===== src/rtl/regfile_wr_arbiter.sv =====
// Round-robin arbiter sharing the register-file write port between two write-back
// requesters, with a single registered output stage that freezes while wr_hold=1.
module regfile_wr_arbiter #(
  parameter int DATA_W  = 32,
  parameter int ADDR_W  = 5,
  parameter int DROP_R0 = 1,
  parameter int CNT_W   = 8
) (
  input  logic              clk,
  input  logic              rst,
  input  logic              req0_valid,
  input  logic [ADDR_W-1:0] req0_addr,
  input  logic [DATA_W-1:0] req0_data,
  output logic              req0_ready,
  input  logic              req1_valid,
  input  logic [ADDR_W-1:0] req1_addr,
  input  logic [DATA_W-1:0] req1_data,
  output logic              req1_ready,
  input  logic              wr_hold,
  output logic              WE3,
  output logic [ADDR_W-1:0] A3,
  output logic [DATA_W-1:0] WD3,
  output logic              grant_id,
  output logic [CNT_W-1:0]  conflict_cnt
);

  // state | meaning
  // LAST0 | req0 owned the last transfer; req1 wins the next conflict
  // LAST1 | req1 owned the last transfer; req0 wins the next conflict (reset)
  typedef enum logic {
    LAST0 = 1'b0,
    LAST1 = 1'b1
  } rr_state_t;

  rr_state_t rr_q, rr_d;
  logic      out_valid;
  logic      stage_free;
  logic      xfer0, xfer1;
  logic      drop_hit;

  always_ff @(posedge clk or negedge rst) begin
    if (!rst) rr_q <= LAST1;
    else      rr_q <= rr_d;
  end

  always_comb begin
    stage_free = ~out_valid | ~wr_hold;
    req0_ready = 1'b0;
    req1_ready = 1'b0;
    rr_d       = rr_q;
    if (stage_free) begin
      if (req0_valid && req1_valid) begin
        if (rr_q == LAST0) req1_ready = 1'b1;
        else               req0_ready = 1'b1;
      end else if (req0_valid) begin
        req0_ready = 1'b1;
      end else if (req1_valid) begin
        req1_ready = 1'b1;
      end
    end
    xfer0 = req0_valid & req0_ready;
    xfer1 = req1_valid & req1_ready;
    if (xfer0)      rr_d = LAST0;
    else if (xfer1) rr_d = LAST1;
  end

  always_ff @(posedge clk or negedge rst) begin
    if (!rst) begin
      out_valid <= 1'b0;
      A3        <= '0;
      WD3       <= '0;
      grant_id  <= 1'b0;
    end else if (stage_free) begin
      if (xfer0) begin
        out_valid <= 1'b1;
        A3        <= req0_addr;
        WD3       <= req0_data;
        grant_id  <= 1'b0;
      end else if (xfer1) begin
        out_valid <= 1'b1;
        A3        <= req1_addr;
        WD3       <= req1_data;
        grant_id  <= 1'b1;
      end else begin
        out_valid <= 1'b0;
      end
    end
  end

  // Entries to r0 still retire through the handshake; only the strobe is masked.
  assign drop_hit = (DROP_R0 != 0) && (A3 == '0);
  assign WE3      = out_valid & ~wr_hold & ~drop_hit;

  always_ff @(posedge clk or negedge rst) begin
    if (!rst) begin
      conflict_cnt <= '0;
    end else if (req0_valid && req1_valid && (conflict_cnt != '1)) begin
      conflict_cnt <= conflict_cnt + CNT_W'(1);
    end
  end

endmodule


===== config.mk =====
export PLATFORM = sky130hd
export DESIGN_NAME = regfile_wr_arbiter
export DESIGN_NICKNAME = d
export VERILOG_FILES = /design/src/rtl/regfile_wr_arbiter.sv
export SDC_FILE = /design/constraint.sdc
export NUM_CORES = 1
export LEC_CHECK = 0
export ABC_CLOCK_PERIOD_IN_PS = 1950
export CELL_PAD_IN_SITES_DETAIL_PLACEMENT = 1
export CELL_PAD_IN_SITES_GLOBAL_PLACEMENT = 2
export CORE_ASPECT_RATIO = 1.5
export CORE_MARGIN = 2
export CORE_UTILIZATION = 22
export CTS_CLUSTER_DIAMETER = 80
export DETAILED_ROUTE_END_ITERATION = 16
export GPL_TIMING_DRIVEN = 0
export PLACE_DENSITY = 0.79
export SYNTH_ARGS = -nofsm -noshare
export SYNTH_HDL_FRONTEND = slang
export SYNTH_SLANG_ARGS = --single-unit

===== constraint.sdc =====
create_clock -name clk -period 1.95 [get_ports clk]
set_clock_uncertainty 0.05 [all_clocks]
set_input_delay 0.195 -clock clk [delete_from_list [all_inputs] [get_ports clk]]
set_output_delay 0.195 -clock clk [all_outputs]
set_load 0.02 [all_outputs]

==> results.json <==
{
  "hold_viol": 0,
  "ys.warnings.count": 0,
  "clk_pin_slew_worst_paths_ns": 0.06,
  "crit_path_max_fanout": 10,
  "worst_slew_pin_slew_ns": 0.639,
  "total_power_mw": 3.80,
  "antenna_violating_nets_post_route": 0,
  "synthesis.instances": 258,
  "synth_xor_xnor_area_share_pct": 1.09,
  "status": "completed",
  "synth_area_leader_cell": "sky130_fd_sc_hd__dfrtp_1",
  "layout-drive-gt1-share_pct": 12.0,
  "irDropWorstVdd_v": 0.000308,
  "top_area_cell_type_share_of_the_netlist_area_pct": 48.7,
  "average_footprint_of_a_synthesized_cell_um2": 9.37,
  "max_freq_ghz": 0.554,
  "cts_made_buffers": 5,
  "seq_area_um2": 1200,
  "clk-insertion-delay-late_ns": 0.29,
  "cp_data_required_time_ns": 1.70,
  "post_synth_and_or_nand_nor_area_fraction_pct": 24.6,
  "fp.dieArea_um2": 11900,
  "synth_edf_count": 0,
  "place_ws_ns": -0.339,
  "synth_area_in_compound_gates_pct": 17.6,
  "synthArstFlopShare_pct": 100,
  "vias_per_cell": 4.56,
  "critPathLaunch": "rr_q",
  "grt.overflow.total": 0,
  "setup_viol_count_final": 0,
  "worst_hold_path_type": "in -> reg",
  "route.vias.total": 2451,
  "rr_endpoint": "conflict_cnt[1]",
  "grt_start_max_net_pins": 27,
  "worst_r2r_startpoint": "conflict_cnt[0]",
  "post_synth_num_cell_types": 28,
  "drt-initial-drc-count": 83,
  "remaining_drc_errors": 0,
  "main_combinational_cell_family_by_area_after_synthesis": "simple AND/OR/NAND/NOR gates",
  "buffer_ports.inserted": 125,
  "r2r_setup_slack_ns": 0.21,
  "setup.worst_path.end_class": "primary output",
  "multi_input_comb_area_um2": 1100,
  "design.final.nets": 472,
  "hold-path-cell-count": 2,
  "setup_ws_ns": 0.144,
  "clockRootBuffer": "sky130_fd_sc_hd__clkbuf_16",
  "synthToLayoutAreaGrowth_pct": 66.0,
  "floorplan.initialDensity_pct": 22.7,
  "holdWs_ns": 0.115,
  "synth_ff_type": "sky130_fd_sc_hd__dfrtp_1",
  "antenna_found_initial": 0,
  "wire_length_of_the_first_global_routing_pass_mm": 14.3,
  "grt_pass1_vias": 2854,
  "routed_wirelength_mm": 8.73,
  "synth.yosys.seq_area_share_pct": 49.7,
  "fin_crit_ns": 1.81,
  "slew_viol_final": 0,
  "synth_nets": 338,
  "cp_slowest_stage_delay_ns": 0.55,
  "netlist_top_cells_area": "sky130_fd_sc_hd__dfrtp_1, sky130_fd_sc_hd__nand2_1, sky130_fd_sc_hd__o211ai_1",
  "final_period_utilization_pct": 92.6,
  "ioPinCount": 128,
  "cts.path.max_buffers": 2,
  "fill_cells": 1255,
  "slowest_stage": "sky130_fd_sc_hd__dfstp_2",
  "area_of_the_placeable_core_um2": 10600,
  "worstRegToRegCells": 4,
  "synthesis.area_um2": 2420,
  "slew-limit-headroom_pct": 57.4,
  "grt_setup_unrepaired": "false",
  "die-height_um": 132,
  "cp-start-kind": "register",
  "total_half_perimeter_wirelength_after_legalization_and_detailed_placement_mm": 6.66,
  "place_congestion": 0.703,
  "arrival_time_of_data_at_the_critical_path_endpoint_ns": 1.56,
  "ctsHtreeMaxLevel": 2,
  "power.leakage_nw": 1.62,
  "tritoncts_sinks": 48,
  "dr.pass1.iters": 4,
  "synth_mux_area_share_pct": 1.86,
  "ys_seq_elements": 48,
  "die_w_um": 89.6,
  "cts_tree": "built",
  "antenna_cells_inserted": 0,
  "cap_violations": 0,
  "globalRouteTotalUtil_pct": 15.4,
  "power_density_nw_per_um2": 947,
  "setup.worst_path.end": "req0_ready",
  "placementRows": 46,
  "synth_adder_area_share_pct": 0.518,
  "crit_path_cell_trace": "nand2b_1 -> and3_4 -> buf_4 -> buf_2",
  "routed_length_per_placed_instance_um": 16.3,
  "timing.setup.critical_path_class": "reg -> out"
}
-- metrics by stage --
step | setup TNS, ns | area (um^2) | cells | utilization, %
global placement | -48.66 | 3850 | 527 | 36.1
floorplan | 0 | 2420 | 258 | -
CTS | 0 | 4020 | 537 | 37.8
global route | 0 | 4010 | 537 | 37.7
finish | 0 | 4010 | 537 | 37.7
detailed placement | -1.10 | 3860 | 528 | 36.3
-- placed cells by master, fill, tap and decap left out, types with 4 or more instances in the layout --
| cell type | synthesis | final |
|---|---|---|
| sky130_fd_sc_hd__nand2_1 | 78 | 78 |
| sky130_fd_sc_hd__dfrtp_1 | 47 | 47 |
| sky130_fd_sc_hd__clkdlybuf4s50_1 | 0 | 121 |
| sky130_fd_sc_hd__buf_2 | 14 | 16 |
| sky130_fd_sc_hd__nand3_1 | 41 | 41 |
| sky130_fd_sc_hd__clkbuf_1 | 3 | 4 |
| sky130_fd_sc_hd__clkbuf_16 | 0 | 5 |
| sky130_fd_sc_hd__mux2_2 | 4 | 4 |
| sky130_fd_sc_hd__o211ai_2 | 10 | 10 |
| sky130_fd_sc_hd__o211ai_1 | 30 | 30 |
-- synthesized netlist by cell type (2+ instances only) --
master / count
sky130_fd_sc_hd__nor2_1: 3
sky130_fd_sc_hd__xnor2_1: 3
sky130_fd_sc_hd__clkbuf_1: 3
sky130_fd_sc_hd__and3_1: 2
sky130_fd_sc_hd__buf_6: 2
sky130_fd_sc_hd__o211ai_2: 10
sky130_fd_sc_hd__o211ai_1: 30
sky130_fd_sc_hd__buf_2: 14
sky130_fd_sc_hd__mux2_2: 4
sky130_fd_sc_hd__a21oi_1: 3
sky130_fd_sc_hd__nand4_1: 3
sky130_fd_sc_hd__nand2_1: 78
sky130_fd_sc_hd__nand3_1: 41
sky130_fd_sc_hd__nand2b_1: 2
sky130_fd_sc_hd__dfrtp_1: 47
-- registers in the layout, summed over array words and instances (netlist names) --
name,flops
conflict_cnt,8
out_valid,1
A3,5
WD3,32
rr_q,1
grant_id,1
-- worst min-delay path by stage --
stage | startpoint | endpoint | slack [ns]
2_1_floorplan | rst | A3[0] | -0.15
3_3_place_gp | req0_valid | rr_q | 0.40
3_5_place_dp | rst | conflict_cnt[5] | 0.21
4_1_cts | req0_valid | rr_q | 0.11
5_1_grt | req0_valid | rr_q | 0.13
6_report | req0_valid | rr_q | 0.12
-- worst max-delay path: cells and delay by family (launching register included) --
kind	cells	cell delay [ns]
buffers and inverters	2	0.36
and+or+nand+nor	2	0.35
DFF	1	0.55
-- timing repair --
item,4_1_cts,5_1_grt
buffers inserted,0,0
hold endpoints to repair,24,0
hold buffers,1,0
resized for setup,9,4
endpoints found under the setup margin,3,4
-- cell families (layout without fill, tap and decap cells) --
| logic type | Yosys count | in the layout |
|---|---|---|
| AND/OR/NAND/NOR | 134 | 134 |
| multiplexers | 4 | 4 |
| adder cells (fa/ha/maj) | 1 | 1 |
| XOR/XNOR | 3 | 3 |
| flip-flops | 48 | 48 |
| AO/OA/AOI/OAI | 48 | 48 |
| buffers and inverters | 20 | 155 |
-- where the power goes --
part	total [mW]	switching, mW	leakage (nW)	internal [mW]
combinational	1.51	0.755	0.973	0.752
sequential	1.41	0.186	0.575	1.23
clock	0.881	0.369	0.0712	0.513
-- area by class of cell --
| cell class | instances | area share (%) |
|---|---|---|
| Multi-Input combinational cell | 190 | 27.5 |
| Clock buffer | 8 | 3.65 |
| Buffer | 20 | 2.87 |
| Timing Repair Buffer | 127 | 31.5 |
| Tap cell | 144 | 4.49 |
| Sequential cell | 48 | 30.0 |
-- per-layer routing --
layer / track usage [%] / part of all wire (%) / vias up
met3: 3.57 / 5.6 / 9
li1: - / - / 1174
met1: 17.8 / 40 / 1189
met4: 4.06 / 1.4 / 0
met2: 27.7 / 53 / 79
met5: 0 / 0 / -
Power figures use the tool's default switching activity.
==> RTL change 1 (same settings) <==
Set the parameter `DATA_W` to 16 (it was 32).
--- a/src/rtl/regfile_wr_arbiter.sv
+++ b/src/rtl/regfile_wr_arbiter.sv
@@ -2,5 +2,5 @@
 // requesters, with a single registered output stage that freezes while wr_hold=1.
 module regfile_wr_arbiter #(
-  parameter int DATA_W  = 32,
+  parameter int DATA_W  = 16,
   parameter int ADDR_W  = 5,
   parameter int DROP_R0 = 1,
Ports: changed (resized WD3, req0_data and req1_data); port bits go from 128 to 80. The function was not compared with the original's and may differ.
==> RTL change 1 against the original RTL <==
  * Worst setup slack lost 0.063 ns
  * Final area fell by 34%
  * First-iteration DRC count increased by 29%
  * Sequential cell count decreased by 16
  * Sequential share of layout area is 0.14 points higher
  * Die area decreased by 30%
  * Power down 32%
  * Wire length decreased by 38%
  * Area after synthesis decreased by 31%
  * Highest routed layer unchanged
==> RTL change 1: results (changes against the original RTL) <==
metric	value	unit	change
outcome	complete, no violations		
Routed WL per cell	15.21	um	-6.5%
post-placement cell count	347		-34%
Fillers	851		-32%
Worst Tran Pin Value	0.7506	ns	+0.1117 ns
synth cell count leaders	47 x nand2_1, 31 x dfrtp_1, 22 x nand3_1, 18 x o211ai_2		
router iterations before antenna repair	4		unchanged
largest net degree at the start of global routing	33		+22%
Ant. Diodes	0		unchanged
clock-pin slew on the worst setup and hold paths	0.07	ns	
Port Buffer Count	77		-38%
Seq/Total Area, Yosys	0.4823		-0.01509
pre-CTS WS	-0.3322	ns	+0.006716 ns
Worst-Skew Late Latency	0.29	ns	about the same
Final Setup Violations	0		unchanged
critical path's slowest cell	dfstp_2		
Non-Filler Instances	356		-34%
gr usage total	0.1362		-0.01802
routed vias	1600		-35%
share of cells above drive strength 1	0.1523		+0.03275
Post-synth top flop	dfrtp_1		
Critical Path AT	1.62	ns	+0.06 ns
Nets	303		-36%
Leakage	1.099	nW	-32%
Crit path largest cell delay	0.55	ns	about the same
Synth async-reset ratio	1.000		unchanged
CP max FO	10		unchanged
initial antenna violation count	0		unchanged
CP top delay family	flip-flops		
drt initial violations	107		+29%
clk buf depth	2		unchanged
most area-consuming cells after synthesis	dfrtp_1 47%, o211ai_2 14%, nand2_1 11%		
cts repair resizes	12		+3
Yosys warning total	0		unchanged
largest registers	WD3 (16), conflict_cnt (8), A3 (5)		
Hold Buf Count CTS	1		unchanged
vias in the first global route	1720		-40%
CTS root buf	clkbuf_8		
gpl congestion	0.7656		+8.9%
post-synthesis cell type count	25		-11%
first-pass GRT wire length	8611	um	-40%
H-tree levels	2		unchanged
TritonCTS Buffers	5		unchanged
placed wire-length estimate	3899	um	-41%
Setup Buffers After CTS	0		unchanged
worst vdd ir	0.0002454	V	-20%
placed cell areas	2554	sq um	-34%
Post-Syn Instances	170		-34%
syn_nets	218		-36%
Hold Path Class	in2reg		
## RTL change 1: layer usage
metal / global-route usage / wire length [um] / up-vias / part of all wire
li1: - / - / 778 / -
met1: 0.1574 / 2184 / 769 / 0.40
met5: 0 / 0 / - / 0
met2: 0.2333 / 2848 / 46 / 0.53
met4: 0.06071 / 112 / 0 / 0.021
met3: 0.02646 / 269 / 7 / 0.050
## RTL change 1: kinds of logic after synthesis
kind of cell,count (synthesis),synth area share
AOI/OAI and AO/OA,36,0.2084
xor gates and xnor gates,4,0.02107
adders and majority gates,1,0.007523
buffers and inverters,13,0.04289
DFF,32,0.4823
muxes,2,0.01354
and+or+nand+nor,82,0.2242
## RTL change 1: worst reg2reg max path: stages (launching register included)
cell	delay [ns]
dfrtp_1	0.45
ha_1	0.23
nand3_1	0.19
o211ai_1	0.33
mux2_2	0.37
## RTL change 1: final timing paths
check                           cells past startpoint         endpoint       startpoint  slack (ns)
worst max-delay path                                5       req0_ready             rr_q        0.08
worst min-delay path                                2             rr_q       req0_valid        0.14
worst max register to register                      4  conflict_cnt[1]  conflict_cnt[0]        0.22
worst min register to register                      2           WD3[4]           WD3[4]        0.45
max in group asynchronous                           2           WD3[6]              rst        0.92
min in group asynchronous                           2  conflict_cnt[7]              rst        0.45
## RTL change 1: cell type report
cell class / instances / area [sq um] / area share
clock buffers: 8 / 90.09 / 0.03382
repair buffers: 78 / 767.0 / 0.2879
plain buffers: 13 / 82.58 / 0.03100
well taps: 100 / 125.1 / 0.04697
flip-flops and latches: 32 / 802.0 / 0.3011
multi-input cells: 125 / 797.0 / 0.2992
## RTL change 1: power breakdown
part / switching [mW] / internal (mW)
registers: 0.164 / 0.828
logic: 0.520 / 0.533
clock network: 0.260 / 0.288
==> RTL change 2 (same flow settings) <==
Without the edit above. Make the reset (`rst`) synchronous in 3 clocked blocks.
--- a/src/rtl/regfile_wr_arbiter.sv
+++ b/src/rtl/regfile_wr_arbiter.sv
@@ -39,5 +39,5 @@
   logic      drop_hit;
 
-  always_ff @(posedge clk or negedge rst) begin
+  always_ff @(posedge clk) begin
     if (!rst) rr_q <= LAST1;
     else      rr_q <= rr_d;
@@ -65,5 +65,5 @@
   end
 
-  always_ff @(posedge clk or negedge rst) begin
+  always_ff @(posedge clk) begin
     if (!rst) begin
       out_valid <= 1'b0;
@@ -92,5 +92,5 @@
   assign WE3      = out_valid & ~wr_hold & ~drop_hit;
 
-  always_ff @(posedge clk or negedge rst) begin
+  always_ff @(posedge clk) begin
     if (!rst) begin
       conflict_cnt <= '0;
Check against the original RTL: differs if rst is asserted again (counterexample within 4 cycles, from zero or initial values and one cycle with rst low); with rst held inactive, the same outputs for 10 cycles.
==> RTL change 2 against the original RTL <==
  * Area after synthesis is 1.8% lower
  * Final area is 1.0% lower
  * Power is 23% lower
  * Combinational power is 47% lower
  * Sequential cell count stayed put
  * Worst setup slack worse by 0.070 ns
  * Non-clock buffer count is 6 higher
  * Wire length is 5.9% higher
  * Worst hold slack better by 0.15 ns
==> RTL change 2: results (changes against the original RTL) <==
metric	value	unit	change
router iterations before antenna repair	4		unchanged
Routed WL per cell	16.66	um	+2.5%
post-synthesis cell type count	38		+36%
flop2flop setup slack	0.28	ns	+0.07 ns
Fillers	1245		-0.80%
Seq/Total Area, Yosys	0.4048		-0.09256
vias in the first global route	2895		+1.4%
Post-synth top flop	dfxtp_1		
Setup Buffers After CTS	0		unchanged
Ant. Diodes	0		unchanged
CTS root buf	clkbuf_16		
gpl congestion	0.8050		+15%
H-tree levels	2		unchanged
Core Util, Final	0.3772		about the same
fin crit share	0.9622		+0.03606
pre-CTS WS	-0.5272	ns	-0.1884 ns
gr usage total	0.1626		+0.008436
Post-Syn Instances	278		+7.8%
first-pass GRT wire length	14880	um	+4.2%
clk buf depth	2		unchanged
drt initial violations	60		-28%
Worst-Skew Late Latency	0.29	ns	about the same
largest registers	WD3 (32), conflict_cnt (8), A3 (5)		
initial antenna violation count	0		unchanged
clock-pin slew on the worst setup and hold paths	0.07	ns	
Critical Path AT	1.63	ns	+0.07 ns
setup TNS	0	ns	unchanged
met1 GRT Util	0.1837		+0.005874
Synth async-reset ratio	0		-1.000
share of cells above drive strength 1	0.1095		-0.01010
vias per cell	4.782		+4.8%
Yosys warning total	0		unchanged
worst vdd ir	0.0002910	V	-5.5%
largest net degree at the start of global routing	15		-44%
cts repair resizes	10		+1
syn_nets	358		+5.9%
met3 Use GR	0.02764		-0.008054
Post-synth EDFFs	0		unchanged
synth cell count leaders	48 x dfxtp_1, 39 x nor2_1, 37 x nor3_1, 32 x o21ai_0, 19 x a211oi_2		
Slew HR	0.6461		+0.07202
Total Wirelength	9249	um	+5.9%
most area-consuming cells after synthesis	dfxtp_1 40%, a211oi_2 10%, nor3_1 7.8%		
post-placement cell count	547		+3.6%
placed wire-length estimate	6851	um	+2.9%
Hold Path Class	in2reg		
outcome	complete, no violations		
CP max FO	10		unchanged
Hold Slack	0.2621	ns	+0.1470 ns
Leakage	1.408	nW	-13%
placed cell areas	3805	sq um	-1.5%
TritonCTS Buffers	5		unchanged
Port Buffer Count	125		unchanged
Nets	490		+3.8%
met2 usage	0.2956		+0.01905
==> RTL change 2: logic make-up (layout without fill, tap and decap cells) <==
group                    after synthesis  in the layout  synth area share
adder cells (fa/ha/maj)                1              1          0.005271
AND/OR/NAND/NOR                      105            105            0.2124
multiplexers                           4              4           0.01687
buffers and inverters                 30            163           0.06431
flip-flops                            48             48            0.4048
AO/OA/AOI/OAI                         90             90            0.2963
==> RTL change 2: area by class of cell <==
| class | instances | share of cell area |
|---|---|---|
| Buffer | 28 | 0.03654 |
| Clock inverter | 2 | 0.008819 |
| Multi-Input combinational cell | 200 | 0.3194 |
| Inverter | 2 | 0.001890 |
| Sequential cell | 48 | 0.2422 |
| Timing Repair Buffer | 125 | 0.3134 |
| Tap cell | 144 | 0.04535 |
| Clock buffer | 6 | 0.03244 |
==> RTL change 2: power breakdown <==
| group | leakage (nW) | switching (mW) | internal (mW) | total, mW |
|---|---|---|---|---|
| clock network | 0.0808 | 0.392 | 0.605 | 0.996 |
| registers | 0.398 | 0.0509 | 1.07 | 1.12 |
| logic | 0.930 | 0.401 | 0.404 | 0.805 |
==> RTL change 2: critical path, cell delays in order, from the launching register on <==
cell and delay [ns]:
dfxtp_2 0.36, a21bo_4 0.23, or2_4 0.25, buf_6 0.15, buf_6 0.15, inv_1 0.06
buf_4 0.13
==> RTL change 2: final timing paths <==
kind,startpoint,to,depth (start not counted)
hold / removal,req1_valid,rr_q,3
hold reg to reg,conflict_cnt[1],conflict_cnt[1],2
setup / recovery,out_valid,req0_ready,6
setup reg to reg,out_valid,A3[0],5
==> RTL change 2: per-layer routing <==
layer | routed length (um) | vias up
li1 | - | 1283
met2 | 4934 | 82
met1 | 3714 | 1277
met5 | 0 | -
met3 | 395 | 12
met4 | 206 | 0
